===== config.mk =====
export PLATFORM = sky130hd
export DESIGN_NAME = uart_receiver
export DESIGN_NICKNAME = d
export VERILOG_FILES = /design/src/rtl/uart_receiver.sv
export SDC_FILE = /design/constraint.sdc
export NUM_CORES = 1
export LEC_CHECK = 0
export BUFFER_PORTS_ARGS = -buffer_cell sky130_fd_sc_hd__buf_2
export CORE_ASPECT_RATIO = 0.8
export CORE_MARGIN = 4
export CORE_UTILIZATION = 59
export CTS_CLUSTER_SIZE = 40
export DETAILED_ROUTE_END_ITERATION = 16
export HOLD_SLACK_MARGIN = 0.15
export PLACE_DENSITY = 0.81
export SETUP_SLACK_MARGIN = 0.5
export SYNTH_ARGS = -nofsm -noshare
export SYNTH_HDL_FRONTEND = slang
export SYNTH_SLANG_ARGS = --single-unit

===== constraint.sdc =====
create_clock -name i_clk -period 2 [get_ports i_clk]
set_input_delay 0.1 -clock i_clk [delete_from_list [all_inputs] [get_ports i_clk]]
set_output_delay 0.1 -clock i_clk [all_outputs]
set_load 0.005 [all_outputs]

===== src/rtl/uart_receiver.sv =====
// UART receiver for 11-bit frames (start, D0..D7, parity, stop); byte and flags appear the cycle after the stop-bit sample edge.
// No backpressure: o_Rxdone is a one-cycle strobe and the byte holds until the next frame completes or reset.
module uart_receiver #(
  parameter int CLKS_PER_BIT = 1,
  parameter bit PARITY_ODD   = 1'b0
) (
  input  logic       i_clk,
  input  logic       i_reset,
  input  logic       i_Rxdatain,
  output logic [7:0] o_Rxdataout,
  output logic       o_Rxdone,
  output logic       o_parityerr,
  output logic       o_frameerr,
  output logic       o_busy
);

  localparam int HALF = (CLKS_PER_BIT - 1) / 2;
  localparam int CW   = (CLKS_PER_BIT > 1) ? $clog2(CLKS_PER_BIT) : 1;

  localparam logic [2:0] S_IDLE   = 3'd0;
  localparam logic [2:0] S_START  = 3'd1;
  localparam logic [2:0] S_DATA   = 3'd2;
  localparam logic [2:0] S_PARITY = 3'd3;
  localparam logic [2:0] S_STOP   = 3'd4;
  localparam logic [2:0] S_BREAK  = 3'd5;

  // With HALF=0 the start bit is confirmed on the very edge it is first seen.
  localparam logic [2:0]    AFTER_IDLE = (HALF == 0) ? S_DATA : S_START;
  localparam logic [CW-1:0] FIRST_CNT  = CW'((HALF == 0) ? 0 : 1);
  localparam logic [CW-1:0] HALF_CNT   = CW'(HALF);
  localparam logic [CW-1:0] LAST_CNT   = CW'(CLKS_PER_BIT - 1);

  logic [2:0]    state;
  logic [CW-1:0] sub_cnt;
  logic [3:0]    bit_cnt;
  logic [7:0]    shift;
  logic          par_err;
  logic          sample;

  assign sample = (sub_cnt == LAST_CNT);
  assign o_busy = (state == S_START) || (state == S_DATA) ||
                  (state == S_PARITY) || (state == S_STOP);

  always_ff @(posedge i_clk) begin
    if (i_reset) begin
      state       <= S_IDLE;
      sub_cnt     <= '0;
      bit_cnt     <= '0;
      shift       <= '0;
      par_err     <= 1'b0;
      o_Rxdataout <= '0;
      o_Rxdone    <= 1'b0;
      o_parityerr <= 1'b0;
      o_frameerr  <= 1'b0;
    end else begin
      o_Rxdone <= 1'b0;
      case (state)
        S_IDLE: begin
          if (!i_Rxdatain) begin
            state   <= AFTER_IDLE;
            sub_cnt <= FIRST_CNT;
            bit_cnt <= '0;
          end
        end
        S_START: begin
          if (sub_cnt == HALF_CNT) begin
            sub_cnt <= '0;
            state   <= i_Rxdatain ? S_IDLE : S_DATA;
          end else begin
            sub_cnt <= sub_cnt + 1'b1;
          end
        end
        S_DATA: begin
          if (sample) begin
            sub_cnt <= '0;
            shift   <= {i_Rxdatain, shift[7:1]};
            bit_cnt <= bit_cnt + 4'd1;
            if (bit_cnt == 4'd7) state <= S_PARITY;
          end else begin
            sub_cnt <= sub_cnt + 1'b1;
          end
        end
        S_PARITY: begin
          if (sample) begin
            sub_cnt <= '0;
            par_err <= i_Rxdatain ^ (^shift) ^ PARITY_ODD;
            state   <= S_STOP;
          end else begin
            sub_cnt <= sub_cnt + 1'b1;
          end
        end
        S_STOP: begin
          if (sample) begin
            sub_cnt     <= '0;
            o_Rxdataout <= shift;
            o_parityerr <= par_err;
            o_frameerr  <= ~i_Rxdatain;
            o_Rxdone    <= 1'b1;
            // A low stop bit parks in BREAK so a held-low line cannot spawn frames.
            state       <= i_Rxdatain ? S_IDLE : S_BREAK;
          end else begin
            sub_cnt <= sub_cnt + 1'b1;
          end
        end
        S_BREAK: begin
          if (i_Rxdatain) state <= S_IDLE;
        end
        default: state <= S_IDLE;
      endcase
    end
  end

endmodule


## After elaboration in Yosys (flattened, before gate mapping)

Cells that the tools add are included.

- Reduce and logical (&&, ||, !) cells: 15
- $add $sub $neg: 2
- Bitwise operators: 4
- Mux-type cells: 17
- Eq/ne operators: 13

Operators with widths:

| operator | number |
|---|---|
| 2-to-1 mux 3 bit | 8 |
| one-hot mux 3 bit (6 select lines) | 1 |
| inequality test 2 bit, second input constant | 6 |
| 2-to-1 mux 4 bit | 2 |
| one-hot mux 4 bit (2 select lines) | 1 |
| AND reduction 2 bit | 4 |
| XOR reduction 8 bit | 1 |
| AND reduction 7 bit | 1 |
| == test 3 x 2 -> 1 bit, second input constant | 2 |
| == test 3 bit, second input constant | 2 |
| adder 4 x 1 -> 4 bit, second input constant | 1 |
| == test 4 x 3 -> 1 bit, second input constant | 1 |
| nonzero test 2 bit | 2 |
| OR reduction 4 bit | 1 |
| == test 3 x 1 -> 1 bit, second input constant | 1 |
| zero test 3 bit | 1 |
| logical OR 1 bit | 3 |
| 2-to-1 mux 1 bit | 3 |
| inverter 1 bit | 3 |
| AND reduction 3 bit | 1 |
| 2-to-1 mux 2 bit | 1 |
| inequality test 2 x 1 -> 1 bit, second input constant | 1 |
| one-hot mux 1 bit (2 select lines) | 1 |
| OR reduction 2 bit | 1 |
| other kinds (2) | 2 |

- Word-level logic and storage cells: 60
- Bits of input ports: 3
- Register bits: 28
- Output and inout bits: 12

## Logic depth before layout (Yosys ltp)

Gate-level depths: netlist (run 1).

- Word-level depth: 4
- Gate-level depth with buffers: 7
- Depth with buffers taken out: 4

## Least setup slack after synthesis (run 1)

OpenSTA, ideal clock, no wires.

- Path kind: reg-to-reg
- Start point: reg state[2]
- End point: reg o_Rxdataout[2]
- Data arrival time: 1202 ps
- Setup time: 128 ps
- Required time: 1872 ps
- Clock period less this slack: 1330 ps
- Buffers on the path: 3
- Slack: 670 ps
- Cell stages (with the launch flop): 7
- Path through: dfxtp_1 > buf_6 > or3b_1 > buf_2 > buf_6 > mux2i_1 > nor2_1

- Cells in the longest elaborated chain, start to end: 2

RTL lines:

| item | line | source |
|---|---|---|
| start, declared | 33 | `logic [2:0] state;` |
| start signal, assigned | 68 | `state <= i_Rxdatain ? S_IDLE : S_DATA;` |
| start signal, assigned | 100 | `state <= i_Rxdatain ? S_IDLE : S_BREAK;` |
| == test 3 bit | 57 | `case (state)` |
| AND reduction 2 bit (no line) | - |  |
| end signal, assigned | 95 | `o_Rxdataout <= shift;` |
| end, declared | 10 | `output logic [7:0] o_Rxdataout,` |

No other way between the ends.
A chain may end at the register's enable or synchronous reset.

## Final worst setup path (run 1)

- Start point: reg state[0]
- End point: reg bit_cnt[3]

- Cells in the longest elaborated chain, start to end: 3
- Elaborated cells on any way between the ends: 7
- Classes of those cells: 3 x eq/ne; 1 x mux; 3 x reduce/logical

RTL lines:

| item | line | source |
|---|---|---|
| == test 3 x 2 -> 1 bit / zero test 3 bit (equally long branches) | 57 |  |
| inequality test 2 bit (no line) / nonzero test 2 bit (equally long branches) | - |  |
| AND reduction 3 bit (no line) | - |  |
| end signal, assigned | 77 | `bit_cnt <= bit_cnt + 4'd1;` |
| end, declared | 35 | `logic [3:0] bit_cnt;` |

Parallel ways exist; a longest one is shown, timed or not.

==> impl_metrics.toml, run 1 <==
[run_status]
outcome = "finished, final reports clean"

[die]
start_util_pct = 65.7
design.core.area_um2 = 1720
pin_count = 15
dieArea_um2 = 2690
num_rows = 13
dieWidth_um = 57.0
dieHeight_um = 47.2

[placement]
routabilityCongestion = 0.786
io_buffers = 14
hpwlAfterDp_mm = 1.64

[route]
wire_per_inst_um = 14.5
routed_via_density = 5.53
drtIter0Drc = 37
dr.pass1.iters = 6
route.vias.total = 862
ant_nets = 0
wl_mm = 2.26
drc = 0

[global_route]
first_global_vias = 784
antenna_found_initial = 0
grt_max_degree = 29
grt_pass1_wl_mm = 3.56
grt_usage_pct = 17.7
overflow = 0

[timing]
grt_setup_unrepaired = "true"
period_share_pct = 70.5
worst_pin_slew_ps = 501
clock.fmax_ghz = 0.709
hold_slack_ps = 198
finalSetupViolCount = 0
slew_viol_final = 0
finalHoldViolations = 0
fin_skew_ps = 16.9
finalSetupTns_ps = 0
min_period_ps = 1410
slew_headroom_pct = 66.6

[flow_run]
drv_cap = 0

[finish]
num-nets-final = 139
multiInputGateArea_um2 = 542
area_growth_pct = 10.3
n_antenna_cell = 0
layout-drive-gt1-share_pct = 22.4
fillCellCount = 141
seq_area_um2 = 543

[clocking]
htreeDepth = 1
numCtsBuffers = 3
clkTransAtPathRegs_ps = 150
clk_latency_ps = 330
cts_buffer_depth = 2
numClockSinks = 27
ctsRootBufferMaster = "clkbuf_4"
cts_tree = "yes"

[critical_path]
crit_buf_inv = 0
slowest_delay_ps = 510
cp_slowest_cell = "or3b_4"
cp_top_family = "simple AND/OR/NAND/NOR gates"
worstPathArrival_ps = 1670
path_class = "register to register"
crit_chain = "or3b_4 -> nor2_2 -> nor2_1 -> a311oi_2"
crit_fanout = 10
rr_endpoint = "bit_cnt[3]"
crit_path_end_kind = "register"
worst-r2r-setup-slack_ps = 590
reg2reg_depth = 4
startpoint_type = "register"
worstReg2RegStart = "state[0]"
critical_path_required_ps = 2260

[power_and_ir_drop]
ir_drop_v = 0.000609
p_int_w = 0.000647
comb_power_share_pct = 7.4
p_per_area_nw_per_um2 = 685
p_total_w = 0.000856
switching_share_pct = 24.3
p_seq_share_pct = 64.5
p_leak_nw = 0.578
switchingPower_w = 0.000208
clock_power_share_pct = 28.1

[worst_hold_path]
hold_depth = 2
min-delay-start = "i_reset"
min_path_type = "primary input to register"
min_to = "o_Rxdataout[0]"

[synth]
synth_area_um2 = 1130
synth_nets = 125
synth_edf_count = 0
ys_async_sr_fraction_pct = 0
syn_area_per_cell_um2 = 9.36
synth_seq_area_share_pct = 47.7
synth_seq_cells = 27
synth.distinct_cells = 26
synth-main-ff-cell = "dfxtp_1"
yosysWarningCount = 0
syn_inst = 121
cells in the mapped netlist, drive strengths merged (2+ instances only):
cell type / instances / area, um^2
a211oi: 3 / 22.5
a21oi: 12 / 60.1
buf: 5 / 43.8
clkbuf: 3 / 11.3
dfxtp: 27 / 541
inv: 3 / 11.3
mux2i: 9 / 90.1
nand2: 18 / 67.6
nand3: 2 / 10.0
nand3b: 3 / 22.5
nor2: 18 / 70.1
nor3: 2 / 20.0
or3b: 2 / 17.5
xnor2: 4 / 35.0
xor2: 2 / 17.5
stage by stage:
step	util, %	instance area (um^2)	setup slack, ps	std cells
3_5_place_dp	68.6	1180	426	150
2_1_floorplan	-	1130	670	121
4_1_cts	71.2	1230	516	155
6_report	72.4	1250	589	156
5_1_grt	72.4	1250	485	156
3_3_place_gp	68.6	1180	519	150
kinds of logic (layout without fill, tap and decap cells):
| group | after synthesis | count (layout) | synth area share [%] |
|---|---|---|---|
| AOI/OAI and AO/OA | 20 | 20 | 11.6 |
| xor gates and xnor gates | 7 | 7 | 6.63 |
| adders and majority gates | 1 | 1 | 1.10 |
| buffers and inverters | 11 | 24 | 5.86 |
| DFF | 27 | 27 | 47.7 |
| muxes | 9 | 9 | 7.96 |
| and+or+nand+nor | 46 | 46 | 19.1 |
per-layer routing:
metal  GRT usage [%]  vias up  wire, um
met5               0        -         0
met4            4.17        0         0
met3            5.49        0       147
met2            32.1       30      1160
met1            21.0      401       951
li1                -      431         -
how the worst max path moves through the flow:
stage	start	to	slack, ps	cells past startpoint
2_1_floorplan	state[2]	o_Rxdataout[2]	670	6
3_3_place_gp	state[2]	o_Rxdataout[7]	520	3
3_5_place_dp	state[2]	o_Rxdataout[5]	430	3
4_1_cts	state[1]	bit_cnt[2]	520	4
5_1_grt	state[0]	bit_cnt[3]	490	4
6_report	state[0]	bit_cnt[3]	590	4
power by group through the flow:
stage / Sequential, W / Combinational (W) / Clock, W
global route: 0.000554 / 0.0000705 / 0.000264
floorplan: 0.000561 / 0.0000443 / 0
CTS: 0.000551 / 0.0000590 / 0.000241
finish: 0.000552 / 0.0000632 / 0.000240
global placement: 0.000563 / 0.0000531 / 0
detailed placement: 0.000563 / 0.0000560 / 0
flip-flops by register name, indices dropped and copies added, names as in the netlist:
register	count
state	3
o_frameerr	1
bit_cnt	4
o_Rxdataout	8
shift	8
o_Rxdone	1
par_err	1
o_parityerr	1
cell type report:
type,count,area share (%)
Timing Repair Buffer,17,7.62
Tap cell,22,2.20
Multi-Input combinational cell,83,43.4
Sequential cell,27,43.5
Clock buffer,3,1.80
Inverter,3,0.902
Clock inverter,1,0.601
cells in the final DEF (no fill, tap or decap), types with 3 or more instances in the layout:
| cell type | synthesis | final |
|---|---|---|
| buf_2 | 2 | 14 |
| xnor2_1 | 4 | 4 |
| nand2_1 | 18 | 18 |
| dfxtp_1 | 27 | 25 |
| clkbuf_4 | 0 | 3 |
| nand3b_1 | 3 | 3 |
| a21oi_1 | 12 | 12 |
| nor2_1 | 17 | 17 |
| mux2i_1 | 9 | 9 |
timing repair:
| action | CTS | global route |
|---|---|---|
| gates resized for setup | 2 | 4 |
| hold buffers | 1 | 0 |
| pin swaps | 0 | 0 |
| buffers inserted | 0 | 1 |
| hold endpoints to repair | 2 | 0 |
| setup endpoints to repair | 11 | 11 |
Power figures use the tool's default switching activity.
==> run 2: changes to the inputs <==
--- a/config.mk
+++ b/config.mk
@@ -8,11 +8,11 @@
 export BUFFER_PORTS_ARGS = -buffer_cell sky130_fd_sc_hd__buf_2
 export CORE_ASPECT_RATIO = 0.8
 export CORE_MARGIN = 4
-export CORE_UTILIZATION = 59
+export CORE_UTILIZATION = 54
 export CTS_CLUSTER_SIZE = 40
 export DETAILED_ROUTE_END_ITERATION = 16
 export HOLD_SLACK_MARGIN = 0.15
-export PLACE_DENSITY = 0.81
+export PLACE_DENSITY = 0.75
 export SETUP_SLACK_MARGIN = 0.5
 export SYNTH_ARGS = -nofsm -noshare
 export SYNTH_HDL_FRONTEND = slang
==> constraint.sdc (replaced) <==
create_clock -name i_clk -period 1.4 [get_ports i_clk]
set_input_delay 0.07 -clock i_clk [delete_from_list [all_inputs] [get_ports i_clk]]
set_output_delay 0.07 -clock i_clk [all_outputs]
set_load 0.005 [all_outputs]
==> run 2 against run 1 <==
  * Global-route usage down 1.1 points
  * Critical path depth unchanged
  * Flip-flop and latch count unchanged
  * Power up 43%
  * Non-clock buffer count up 8
  * First-iteration DRC count down 46%
  * Cell area up 6.5%
  * Utilization down 3.4 points
  * Setup slack worse by 470 ps
==> impl_metrics.toml, run 2 (synthesis gave the netlist of run 1 again) <==
[run_status]
outcome = "finished, final reports clean"

[timing]
slew_headroom_pct = 67.2
finalSetupViolCount = 0
worst_pin_slew_ps = 491
period_share_pct = 91.5
min_period_ps = 1280
fin_skew_ps = 11.7
setup_slack_ps = 118
grt_setup_unrepaired = "true"
slew_viol_final = 0
finalHoldViolations = 0
finalSetupTns_ps = 0
clock.fmax_ghz = 0.780

[critical_path]
worstPathArrival_ps = 1490
rr_endpoint = "shift[2]"
crit_fanout = 7
worst-r2r-setup-slack_ps = 120
cp_slowest_cell = "or3b_4"
startpoint_type = "register"
crit_start = "state[1]"
reg2reg_depth = 4
crit_end = "shift[2]"
path_class = "register to register"
worstReg2RegStart = "state[1]"
crit_path_end_kind = "register"
slowest_delay_ps = 430
critical_path_required_ps = 1610
crit_chain = "or3b_4 -> buf_4 -> nand2_1 -> a21oi_1"

[die]
pin_count = 15
dieHeight_um = 49.0
dieArea_um2 = 2900
num_rows = 14
dieWidth_um = 59.2
start_util_pct = 58.8
design.core.area_um2 = 1930

[power_and_ir_drop]
switchingPower_w = 0.000294
p_seq_share_pct = 64.3
clock_power_share_pct = 27.6
p_int_w = 0.000931
p_per_area_nw_per_um2 = 921
switching_share_pct = 24.0
p_leak_nw = 0.617
comb_power_share_pct = 8.1
ir_drop_v = 0.000724

[clocking]
ctsRootBufferMaster = "clkbuf_4"
cts_tree = "yes"
numCtsBuffers = 3
cts_buffer_depth = 2
clkTransAtPathRegs_ps = 150
numClockSinks = 27
htreeDepth = 1
clk_latency_ps = 330

[global_route]
overflow = 0
antenna_found_initial = 0
grt_pass1_wl_mm = 3.68
first_global_vias = 817
grt_max_degree = 29
grt_usage_pct = 16.6

[finish]
reg_top3 = "o_Rxdataout x8, shift x8, bit_cnt x4"
final_common_cell = "nand2_1"
n_antenna_cell = 0
layout-drive-gt1-share_pct = 34.5
area_growth_pct = 17.5
final_util_pct = 69.0
final_cell_mix = "18 x nand2_1, 17 x nor2_1, 14 x dfxtp_2"
fillCellCount = 157
num-nets-final = 147

[route]
routed_via_density = 5.41
wl_mm = 2.22
dr.pass1.iters = 4
route.vias.total = 898
ant_nets = 0
drc = 0
drtIter0Drc = 20
wire_per_inst_um = 13.4

[worst_hold_path]
min_path_type = "primary input to register"
min-delay-start = "i_reset"

[flow_run]
drv_cap = 0

[placement]
routabilityCongestion = 0.768
hpwlAfterDp_mm = 1.48
io_buffers = 14
pre_cts_ws_ps = 65.3
run 2: cell count changes in the layout (fill, tap and decap cells not counted), sizes merged:
cell,previous run,this run
buf,16,24
run 2: power by group through the flow:
stage	Combinational [W]	Clock, W	Sequential [W]
after floorplan	0.0000647	0	0.000802
final	0.0000996	0.000338	0.000787
after detailed placement	0.0000859	0	0.000805
after global placement	0.0000838	0	0.000804
after CTS	0.0000980	0.000347	0.000787
after global routing	0.000107	0.000376	0.000788
run 2: metal layers:
layer	GRT usage (%)	up-vias	wire [um]
met2	26.4	16	1060
met1	21.1	433	1050
met3	5.56	2	98
met5	0	-	0
li1	-	447	-
met4	4.53	0	15
run 2: stage by stage:
step | instance area (um^2) | cells | power, W | hold WS [ps]
after floorplan | 1140 | 121 | 0.000867 | 166
after global placement | 1210 | 155 | 0.000888 | 358
after detailed placement | 1210 | 155 | 0.000891 | 367
after CTS | 1300 | 164 | 0.00123 | 166
after global routing | 1330 | 166 | 0.00127 | 173
final | 1330 | 166 | 0.00122 | 173
run 2: critical path: cells and delay by family (launching register included):
family | cells | cell delay (ps)
AO/OA/AOI/OAI | 1 | 70
AND/OR/NAND/NOR | 2 | 500
buffers and inverters | 1 | 180
flip-flops | 1 | 420
run 2: worst min-delay path by stage:
| stage | to | slack, ps | cells after the start |
|---|---|---|---|
| 2_1_floorplan | state[1] | 170 | 1 |
| 3_3_place_gp | state[1] | 360 | 2 |
| 3_5_place_dp | state[1] | 370 | 2 |
| 4_1_cts | o_Rxdataout[3] | 170 | 2 |
| 5_1_grt | o_Rxdataout[3] | 170 | 2 |
| 6_report | o_Rxdone | 170 | 2 |
run 2: timing repair:
action	CTS	global route
cloned	0	0
hold buffers	1	0
resized for setup	7	10
setup buffers	4	2
endpoints found under the setup margin	27	36
hold endpoints to repair	5	0
run 2: layout make-up:
cell class	count	area (um^2)	area share, %
Tap cell	24	30.0	2.26
Timing Repair Buffer	25	169	12.7
Multi-Input combinational cell	83	528	39.7
Clock inverter	1	7.51	0.564
Inverter	3	11.3	0.847
Sequential cell	27	562	42.2
Clock buffer	3	22.5	1.69
